[config.mk]
export PLATFORM = sky130hd
export DESIGN_NAME = ps2_rx
export DESIGN_NICKNAME = d
export VERILOG_FILES = /design/src/rtl/ps2_pkg.sv /design/src/rtl/ps2_rx_fifo.sv /design/src/rtl/ps2_rx.sv
export SDC_FILE = /design/constraint.sdc
export NUM_CORES = 1
export LEC_CHECK = 0
export CAP_MARGIN = 25
export CELL_PAD_IN_SITES_DETAIL_PLACEMENT = 0
export CELL_PAD_IN_SITES_GLOBAL_PLACEMENT = 2
export CORE_ASPECT_RATIO = 1.1
export CORE_MARGIN = 5
export CORE_UTILIZATION = 40
export CTS_CLUSTER_SIZE = 30
export DETAILED_ROUTE_END_ITERATION = 8
export PLACE_DENSITY = 0.92
export SETUP_SLACK_MARGIN = 0.15
export SLEW_MARGIN = 40
export SYNTH_ARGS = -nofsm -noshare
export SYNTH_HDL_FRONTEND = slang
export SYNTH_SLANG_ARGS = --single-unit
[constraint.sdc]
create_clock -name clk -period 5.1 [get_ports clk]
set_clock_uncertainty 0.2 [all_clocks]
set_input_delay 0.765 -clock clk [delete_from_list [all_inputs] [get_ports clk]]
set_output_delay 0.765 -clock clk [all_outputs]
set_load 0.01 [all_outputs]
[src/rtl/ps2_pkg.sv]
// Shared types and frame constants for the PS/2 device->host receiver.
package ps2_pkg;

  typedef enum logic [1:0] {
    IDLE,
    DATA,
    PARITY,
    STOP
  } state_e;

  localparam int unsigned FRAME_DATA_BITS = 8;
  localparam logic        START_BIT       = 1'b0;
  localparam logic        STOP_BIT        = 1'b1;

  // Odd parity: data bits plus parity bit must hold an odd number of ones.
  function automatic logic parity_bad(input logic [FRAME_DATA_BITS-1:0] data,
                                      input logic                       par);
    return ~(^{data, par});
  endfunction

endpackage

[src/rtl/ps2_rx_fifo.sv]
// Synchronous FIFO for received bytes; a push into a full FIFO is accepted
// only when a pop happens in the same cycle.
module ps2_rx_fifo #(
  parameter int unsigned DEPTH = 4,
  parameter int unsigned WIDTH = 8
) (
  input  logic             clk,
  input  logic             reset_n,
  input  logic             push,
  input  logic [WIDTH-1:0] push_data,
  input  logic             pop,
  output logic [WIDTH-1:0] pop_data,
  output logic             full,
  output logic             empty
);

  localparam int unsigned AW = $clog2(DEPTH);

  logic [WIDTH-1:0] mem_q [DEPTH];
  logic [WIDTH-1:0] mem_d [DEPTH];
  logic [AW:0]      wr_q, wr_d;
  logic [AW:0]      rd_q, rd_d;
  logic             push_ok, pop_ok;

  always_comb begin
    empty    = (wr_q == rd_q);
    full     = (wr_q[AW] != rd_q[AW]) && (wr_q[AW-1:0] == rd_q[AW-1:0]);
    pop_ok   = pop && !empty;
    push_ok  = push && (!full || pop_ok);
    pop_data = mem_q[rd_q[AW-1:0]];
    mem_d    = mem_q;
    wr_d     = wr_q;
    rd_d     = rd_q;
    if (push_ok) begin
      mem_d[wr_q[AW-1:0]] = push_data;
      wr_d                = wr_q + 1'b1;
    end
    if (pop_ok) begin
      rd_d = rd_q + 1'b1;
    end
  end

  always_ff @(posedge clk) begin
    if (!reset_n) begin
      wr_q <= '0;
      rd_q <= '0;
      for (int unsigned i = 0; i < DEPTH; i++) begin
        mem_q[i] <= '0;
      end
    end else begin
      wr_q  <= wr_d;
      rd_q  <= rd_d;
      mem_q <= mem_d;
    end
  end

endmodule

[src/rtl/ps2_rx.sv]
// PS/2 device->host receiver: synchronize, deglitch ps2_clk, deframe, check, queue.
// Optional mid-frame timeout abort is built when PS2_RX_TIMEOUT_EN is defined.
module ps2_rx
  import ps2_pkg::*;
#(
  parameter int unsigned FILTER_LEN     = 4,
  parameter int unsigned FIFO_DEPTH     = 4,
  parameter int unsigned TIMEOUT_CYCLES = 2000
) (
  input  logic       clk,
  input  logic       reset_n,
  input  logic       ps2_clk,
  input  logic       ps2_dat,
  output logic [7:0] out_data,
  output logic       out_valid,
  input  logic       out_ready,
  output logic       parity_err,
  output logic       frame_err,
  output logic       overflow
);

  localparam int unsigned FCW = $clog2(FILTER_LEN) + 1;
  localparam int unsigned BCW = $clog2(FRAME_DATA_BITS);

  logic clk_s1_q, clk_s1_d, clk_s2_q, clk_s2_d;
  logic dat_s1_q, dat_s1_d, dat_s2_q, dat_s2_d;
  logic filt_q, filt_d;
  logic [FCW-1:0] fcnt_q, fcnt_d;
  logic fall_ev;

  state_e state_q, state_d;
  logic [BCW-1:0] bitcnt_q, bitcnt_d;
  logic [FRAME_DATA_BITS-1:0] shift_q, shift_d;
  logic perr_q, perr_d;
  logic parity_err_q, parity_err_d;
  logic frame_err_q, frame_err_d;
  logic overflow_q, overflow_d;
  logic push, pop, timeout;
  logic fifo_full, fifo_empty;

  // Synchronizers and ps2_clk deglitch filter.
  always_comb begin
    clk_s1_d = ps2_clk;
    clk_s2_d = clk_s1_q;
    dat_s1_d = ps2_dat;
    dat_s2_d = dat_s1_q;
    filt_d   = filt_q;
    fcnt_d   = '0;
    if (clk_s2_q != filt_q) begin
      if (fcnt_q == FCW'(FILTER_LEN - 1)) begin
        filt_d = clk_s2_q;
      end else begin
        fcnt_d = fcnt_q + 1'b1;
      end
    end
    fall_ev = filt_q && !filt_d;
  end

`ifdef PS2_RX_TIMEOUT_EN
  localparam int unsigned TCW = $clog2(TIMEOUT_CYCLES + 1);
  logic [TCW-1:0] to_cnt_q, to_cnt_d;

  always_comb begin
    to_cnt_d = '0;
    timeout  = 1'b0;
    if (state_q != IDLE && !fall_ev) begin
      if (to_cnt_q == TCW'(TIMEOUT_CYCLES - 1)) begin
        timeout = 1'b1;
      end else begin
        to_cnt_d = to_cnt_q + 1'b1;
      end
    end
  end

  always_ff @(posedge clk) begin
    if (!reset_n) begin
      to_cnt_q <= '0;
    end else begin
      to_cnt_q <= to_cnt_d;
    end
  end
`else
  logic unused_timeout_cfg;
  always_comb begin
    timeout            = 1'b0;
    unused_timeout_cfg = ^TIMEOUT_CYCLES;
  end
`endif

  always_comb begin
    state_d      = state_q;
    bitcnt_d     = bitcnt_q;
    shift_d      = shift_q;
    perr_d       = perr_q;
    push         = 1'b0;
    parity_err_d = 1'b0;
    frame_err_d  = 1'b0;
    if (fall_ev) begin
      case (state_q)
        IDLE: begin
          if (dat_s2_q == START_BIT) begin
            state_d  = DATA;
            bitcnt_d = '0;
          end
        end
        DATA: begin
          shift_d  = {dat_s2_q, shift_q[FRAME_DATA_BITS-1:1]};
          bitcnt_d = bitcnt_q + 1'b1;
          if (bitcnt_q == BCW'(FRAME_DATA_BITS - 1)) begin
            state_d = PARITY;
          end
        end
        PARITY: begin
          perr_d  = parity_bad(shift_q, dat_s2_q);
          state_d = STOP;
        end
        STOP: begin
          state_d = IDLE;
          if (dat_s2_q != STOP_BIT) begin
            frame_err_d = 1'b1;
          end else if (perr_q) begin
            parity_err_d = 1'b1;
          end else begin
            push = 1'b1;
          end
        end
        default: state_d = IDLE;
      endcase
    end else if (timeout) begin
      state_d     = IDLE;
      frame_err_d = 1'b1;
    end
    pop        = !fifo_empty && out_ready;
    overflow_d = push && fifo_full && !pop;
  end

  always_ff @(posedge clk) begin
    if (!reset_n) begin
      clk_s1_q     <= 1'b1;
      clk_s2_q     <= 1'b1;
      dat_s1_q     <= 1'b1;
      dat_s2_q     <= 1'b1;
      filt_q       <= 1'b1;
      fcnt_q       <= '0;
      state_q      <= IDLE;
      bitcnt_q     <= '0;
      shift_q      <= '0;
      perr_q       <= 1'b0;
      parity_err_q <= 1'b0;
      frame_err_q  <= 1'b0;
      overflow_q   <= 1'b0;
    end else begin
      clk_s1_q     <= clk_s1_d;
      clk_s2_q     <= clk_s2_d;
      dat_s1_q     <= dat_s1_d;
      dat_s2_q     <= dat_s2_d;
      filt_q       <= filt_d;
      fcnt_q       <= fcnt_d;
      state_q      <= state_d;
      bitcnt_q     <= bitcnt_d;
      shift_q      <= shift_d;
      perr_q       <= perr_d;
      parity_err_q <= parity_err_d;
      frame_err_q  <= frame_err_d;
      overflow_q   <= overflow_d;
    end
  end

  ps2_rx_fifo #(
    .DEPTH(FIFO_DEPTH),
    .WIDTH(FRAME_DATA_BITS)
  ) u_fifo (
    .clk      (clk),
    .reset_n  (reset_n),
    .push     (push),
    .push_data(shift_q),
    .pop      (pop),
    .pop_data (out_data),
    .full     (fifo_full),
    .empty    (fifo_empty)
  );

  assign out_valid  = !fifo_empty;
  assign parity_err = parity_err_q;
  assign frame_err  = frame_err_q;
  assign overflow   = overflow_q;

endmodule

Yosys cells after proc, flatten, opt, wreduce, memory -nomap -nowiden
Index checks and enable logic that the tools add are counted.
- add/subtract/negate cells: 4
- $lt $le $gt $ge: 3
- eq/ne operators: 11
- mux-type cells: 19
- bitwise gates (word level): 5
- reduce and logical (&&, ||, !) cells: 23
- operators with widths (cell ; number):
    bitwise mux 32 bit ; 1
    two-way mux 8 bit ; 3
    binary-select mux 8 bit (select 2 bit) ; 1
    demux 8 bit (select 2 bit) ; 1
    adder 3 x 1 -> 3 bit, second input constant ; 4
    AND reduction 3 bit ; 3
    parity 9 bit ; 1
    logical AND 1 bit ; 8
    two-way mux 1 bit ; 8
    one-hot mux 2 bit (4 select lines) ; 1
    >= comparator 3 bit, second input constant ; 2
    inverter 2 -> 3 bit ; 2
    one-hot mux 3 bit (2 select lines) ; 1
    equality test 2 bit, second input constant ; 2
    logical NOT 1 bit ; 4
    two-way mux 2 bit ; 2
    != test 2 bit, second input constant ; 2
    AND reduction 2 bit ; 2
    AND reduction 4 bit ; 1
    equality test 3 x 2 -> 1 bit, second input constant ; 1
    equality test 3 bit ; 1
    equality test 3 bit, second input constant ; 1
    less-than comparator 3 x 1 -> 1 bit, second input constant ; 1
    two-way mux 3 bit ; 1
    other kinds (8) ; 11
- register bits after elaboration: 63
- input port bits: 5

Longest topological paths before layout
- depth after elaboration: 8
- mapped depth: 8
- depth with buffers taken out: 6

Hierarchy
From an unflattened synthesis, not the netlist that was laid out.
- cells, all modules: 278
- area total of the unflattened synthesis: 2820.2 um2
- modules (own cells, without submodules) (module ; times used ; cells each ; area an instance (um2) ; seq. area each (um2)):
    ps2_rx_fifo ; 1 ; 164 ; 1714.1 ; 760.7
    ps2_rx ; 1 ; 114 ; 1106.1 ; 500.5

Least setup slack after synthesis
No wires, ideal clock.
- kind: register to output
- from: register u_fifo.rd_q[0]
- to: output out_data[0]
- data arrival time: 1.089 ns
- required time: 4.135 ns
- setup slack: 3.046 ns
- cell stages (with the launch flop): 3
- path through: dfxtp_1 buf_6 mux4_1
- longest elaborated chain between the ends: 4
- RTL lines (what ; line ; source):
    start, declared ; ps2_rx_fifo.sv:22 ; logic [AW:0] rd_q, rd_d;
    start signal, assigned ; ps2_rx_fifo.sv:52 ; rd_q <= rd_d;
    inverter 2 -> 3 bit (implied by the code) ; ps2_rx_fifo.sv:30 ; pop_data = mem_q[rd_q[AW-1:0]];
    binary-select mux 8 bit (select 2 bit) ; ps2_rx_fifo.sv:30 ;
    two-way mux 8 bit (implied by the code) (2 in a row) ; ps2_rx_fifo.sv:30 ;
    end, declared ; ps2_rx.sv:14 ; output logic [7:0] out_data,
No other way between the ends. The select of a mux whose other input is x is not followed.

Final worst setup path
- from: register u_fifo.rd_q[0]
- to: output out_data[1]
Same word-level chain as after synthesis.

==> results by group <==
Final layout
  – Design Area, Final: 3270 µm²
  – Final Net Count: approximately 340
  – Multi-input logic area: between 1500 and 2000 µm²
  – Ant. Diodes: 0
  – Fin util: 44.2%
  – Area Growth Syn to Fin: 9.06%
  – Share of layout cells above drive strength 1: 7.72%
  – FF/Latch Area: 1260 µm²
  – # fillers: 712

Synth
  – Syn nets: 341
  – Register area share after synthesis: 42.1%
  – Ys Warns: 0
  – FFs w/ async S/R, synth: 0%
  – Seq cells post-synth: between 60 and 70
  – Synth Cell Area: 3000 µm²
  – Yosys cell types: 42
  – Post-synth top flop: dfxtp_1
  – Mean Syn Cell Area: approximately 9.3 µm²
  – Mapped Cells: 323
  – EDFF count, synth: 0

Power
  – Power per cell area: about 270 nW/µm²
  – P_int: 697 µW
  – Clk pwr share: 42.0%
  – P_sw: 185 µW
  – Pwr Total: 882 µW
  – Sequential fraction of design power: 56.1%
  – Comb pwr share: about 1.9%
  – Lkg Pwr: 0.00110 µW
  – Peak supply drop: 0.114 mV
  – Switching part of the total power: approximately a fifth

Route
  – Via count: around 2300
  – Remaining antenna violation count: 0
  – Routed WL per cell: 15.6 µm
  – Wl on met1: 3.04 mm
  – Metal3 WL: 155 µm
  – DRC Markers: 0
  – Final WL: 6.41 mm
  – Vias/cell: 5.60
  – Met2 WL post-DR: 3.12 mm
  – Drt first pass iters: 4
  – Uppermost layer routed: met4
  – Detailed Route Iter0 Violations: 183

Timing
  – Sum of negative setup slack: 0 ps
  – Final Slew Violations: 0
  – PnR worst setup slack: 1910 ps
  – RSZ-0062 raised after global routing: no
  – Worst slew margin: 55.7%
  – Fmax achieved: 314 MHz
  – Final Hold Fails: 0
  – Final setup violation count: 0
  – Final period util: 62.5%
  – Fin crit period: about 3200 ps
  – Slew of the pin with the lowest slew margin: 664 ps

Floorplanning
  – Core area: 7390 µm²
  – Die height: 101 µm
  – IO Count: 17
  – Initial core utilization: 40.5%
  – Row count: 33
  – Die area: between 9000 and 10000 µm²
  – Die W: 92.5 µm

Outcome
  – Outcome: completed

Clocking
  – CTS max path bufs: 2
  – CTS Buf Count: 9
  – H-tree depth: 3
  – Hold Buf Count CTS: 0
  – Root buf cell: clkbuf_8
  – Clk_lat worst skew: 330 ps
  – Clk sinks: 63
  – CTS clock-pin slew for the worst setup and hold paths: 70 ps
  – CTS tree: built
  – Number of post-CTS setup repair buffers: 0
  – Post-cts gate resize count: 0

Worst setup path
  – Crit Path Max Fanout: 11
  – Setup Crit Path Kind: register to output pin
  – CP delay by family, top: flip-flops
  – CP endpoint kind: output pin
  – Flop2flop setup slack: roughly 2500 ps
  – Arrival @ worst endpoint: 2220 ps
  – Worst Path Required: 4140 ps
  – Max stage delay cell, worst path: dfxtp_1
  – Critical Path, Cell by Cell: mux4_1 -> clkdlybuf4s50_1
  – Type of origin of the critical path: register
  – Largest stage delay, worst path: 750 ps
  – CP bufs+invs: 1

Global route
  – Number of global-route vias before repair: approximately 2200
  – Total GRT Usage: 14.5%
  – First-pass GRT wire length: 10.6 mm
  – GR Overflow Total: 0
  – Largest net degree at the start of global routing: 54
  – Initial antenna violation count: 0

Job
  – Max-Cap Viols: 0

Place
  – Pre-CTS setup slack: 2240 ps
  – IO buf count: 16
  – Dpl hpwl: 4.01 mm
  – Placed cell area: 3100 µm²
  – Gpl congestion: between 0.7 and 0.8

Hold path
  – Worst hold path type: register to register
-- through the flow --
step | hold WS, ps | cells
floorplan | 186 | 323
global placement | 196 | 397
detailed placement | 196 | 397
CTS | 212 | 411
global route | 240 | 411
finish | 207 | 411
-- routing by layer --
metal / track usage, % / up-vias
met3: 2.91 / 11
met4: 6.51 / 0
met1: 18.2 / 1129
met2: 23.9 / 27
li1: - / 1134
met5: 0 / -
-- sequential cells by signal (all words and copies together), names as in the netlist --
name / count
perr_q: 1
u_fifo.wr_q: 3
dat_s2_q: 1
frame_err: 1
clk_s1_q: 1
clk_s2_q: 1
fcnt_q: 3
shift_q: 8
filt_q: 1
overflow: 1
state_q: 2
dat_s1_q: 1
bitcnt_q: 3
parity_err: 1
u_fifo.mem_q: 32
u_fifo.rd_q: 3
-- path summary, 6_finish.rpt --
path,start,to,cells after the start
min reg2reg,dat_s1_q,dat_s2_q,1
min,dat_s1_q,dat_s2_q,1
max,u_fifo.rd_q[0],out_data[1],2
max reg2reg,fcnt_q[0],u_fifo.wr_q[2],6
-- cell usage in the layout, fill, tap and decap left out, types with 2 or more instances in the layout --
cell              n
and2_1            2
clkbuf_1          2
buf_4             2
inv_1             7
xor2_1            4
clkbuf_8         11
mux4_1            3
or3_1             3
nand2_1          22
a32oi_1           2
nand3_1          37
o21ai_0          34
mux4_2            5
nor2_1           10
nor4_4            2
clkdlybuf4s50_1  16
mux2i_1           2
dfxtp_1          63
nand2b_1          5
xnor2_1           7
and4_1            4
a21oi_1          46
ha_1             13
nand4_1           4
-- power by group through the flow --
stage	registers (µW)	clock network, µW	logic [µW]
floorplan	505	0	10.5
global placement	506	0	16.4
detailed placement	506	0	16.4
CTS	495	382	16.4
global route	494	403	18.1
finish	495	371	16.4
-- cell families (layout without fill, tap and decap cells) --
logic type               Yosys count  in the layout  share of synthesized area (%)
AO/OA/AOI/OAI                     88             88                           15.5
XOR/XNOR                          14             14                           5.43
adder cells (fa/ha/maj)           13             13                           5.43
buffers and inverters             39             40                           6.89
flip-flops                        63             63                           42.1
multiplexers                      10             10                           7.06
AND/OR/NAND/NOR                   96             96                           17.6
-- area by class of cell --
class	count	share of cell area, %
Timing Repair Buffer	18	5.36
Tap cell	87	3.33
Inverter	8	0.919
Clock buffer	13	4.86
Multi-Input combinational cell	221	46.8
Sequential cell	63	38.6
Clock inverter	1	0.153
-- worst register-to-register path: stages, from the launching register on --
cell and delay, ps:
dfxtp_1 330, ha_1 150, ha_1 190, and3b_1 540
nand4_1 520, or3_1 470, a21oi_1 140
-- cells in the mapped netlist, types with 2 or more instances --
cell type / n / share of area (%)
ha_1: 13 / 5.4
clkbuf_1: 12 / 1.5
mux2i_1: 2 / 0.67
buf_2: 8 / 1.3
a21oi_1: 46 / 7.7
dfxtp_1: 63 / 42
nand2b_1: 5 / 1.0
o21ai_0: 34 / 5.7
inv_1: 7 / 0.88
or3_1: 3 / 0.63
nand4_1: 4 / 0.83
nand2_1: 22 / 2.8
mux4_1: 3 / 2.6
nor2_1: 10 / 1.3
mux4_2: 5 / 3.8
and4_1: 4 / 1.2
nand3_1: 37 / 6.2
nor4_4: 2 / 1.4
xnor2_1: 7 / 2.0
a32oi_1: 2 / 0.58
buf_6: 6 / 2.3
and2_1: 2 / 0.42
clkbuf_2: 4 / 0.67
xor2_1: 4 / 1.2
(Power assumes the default switching activity.)
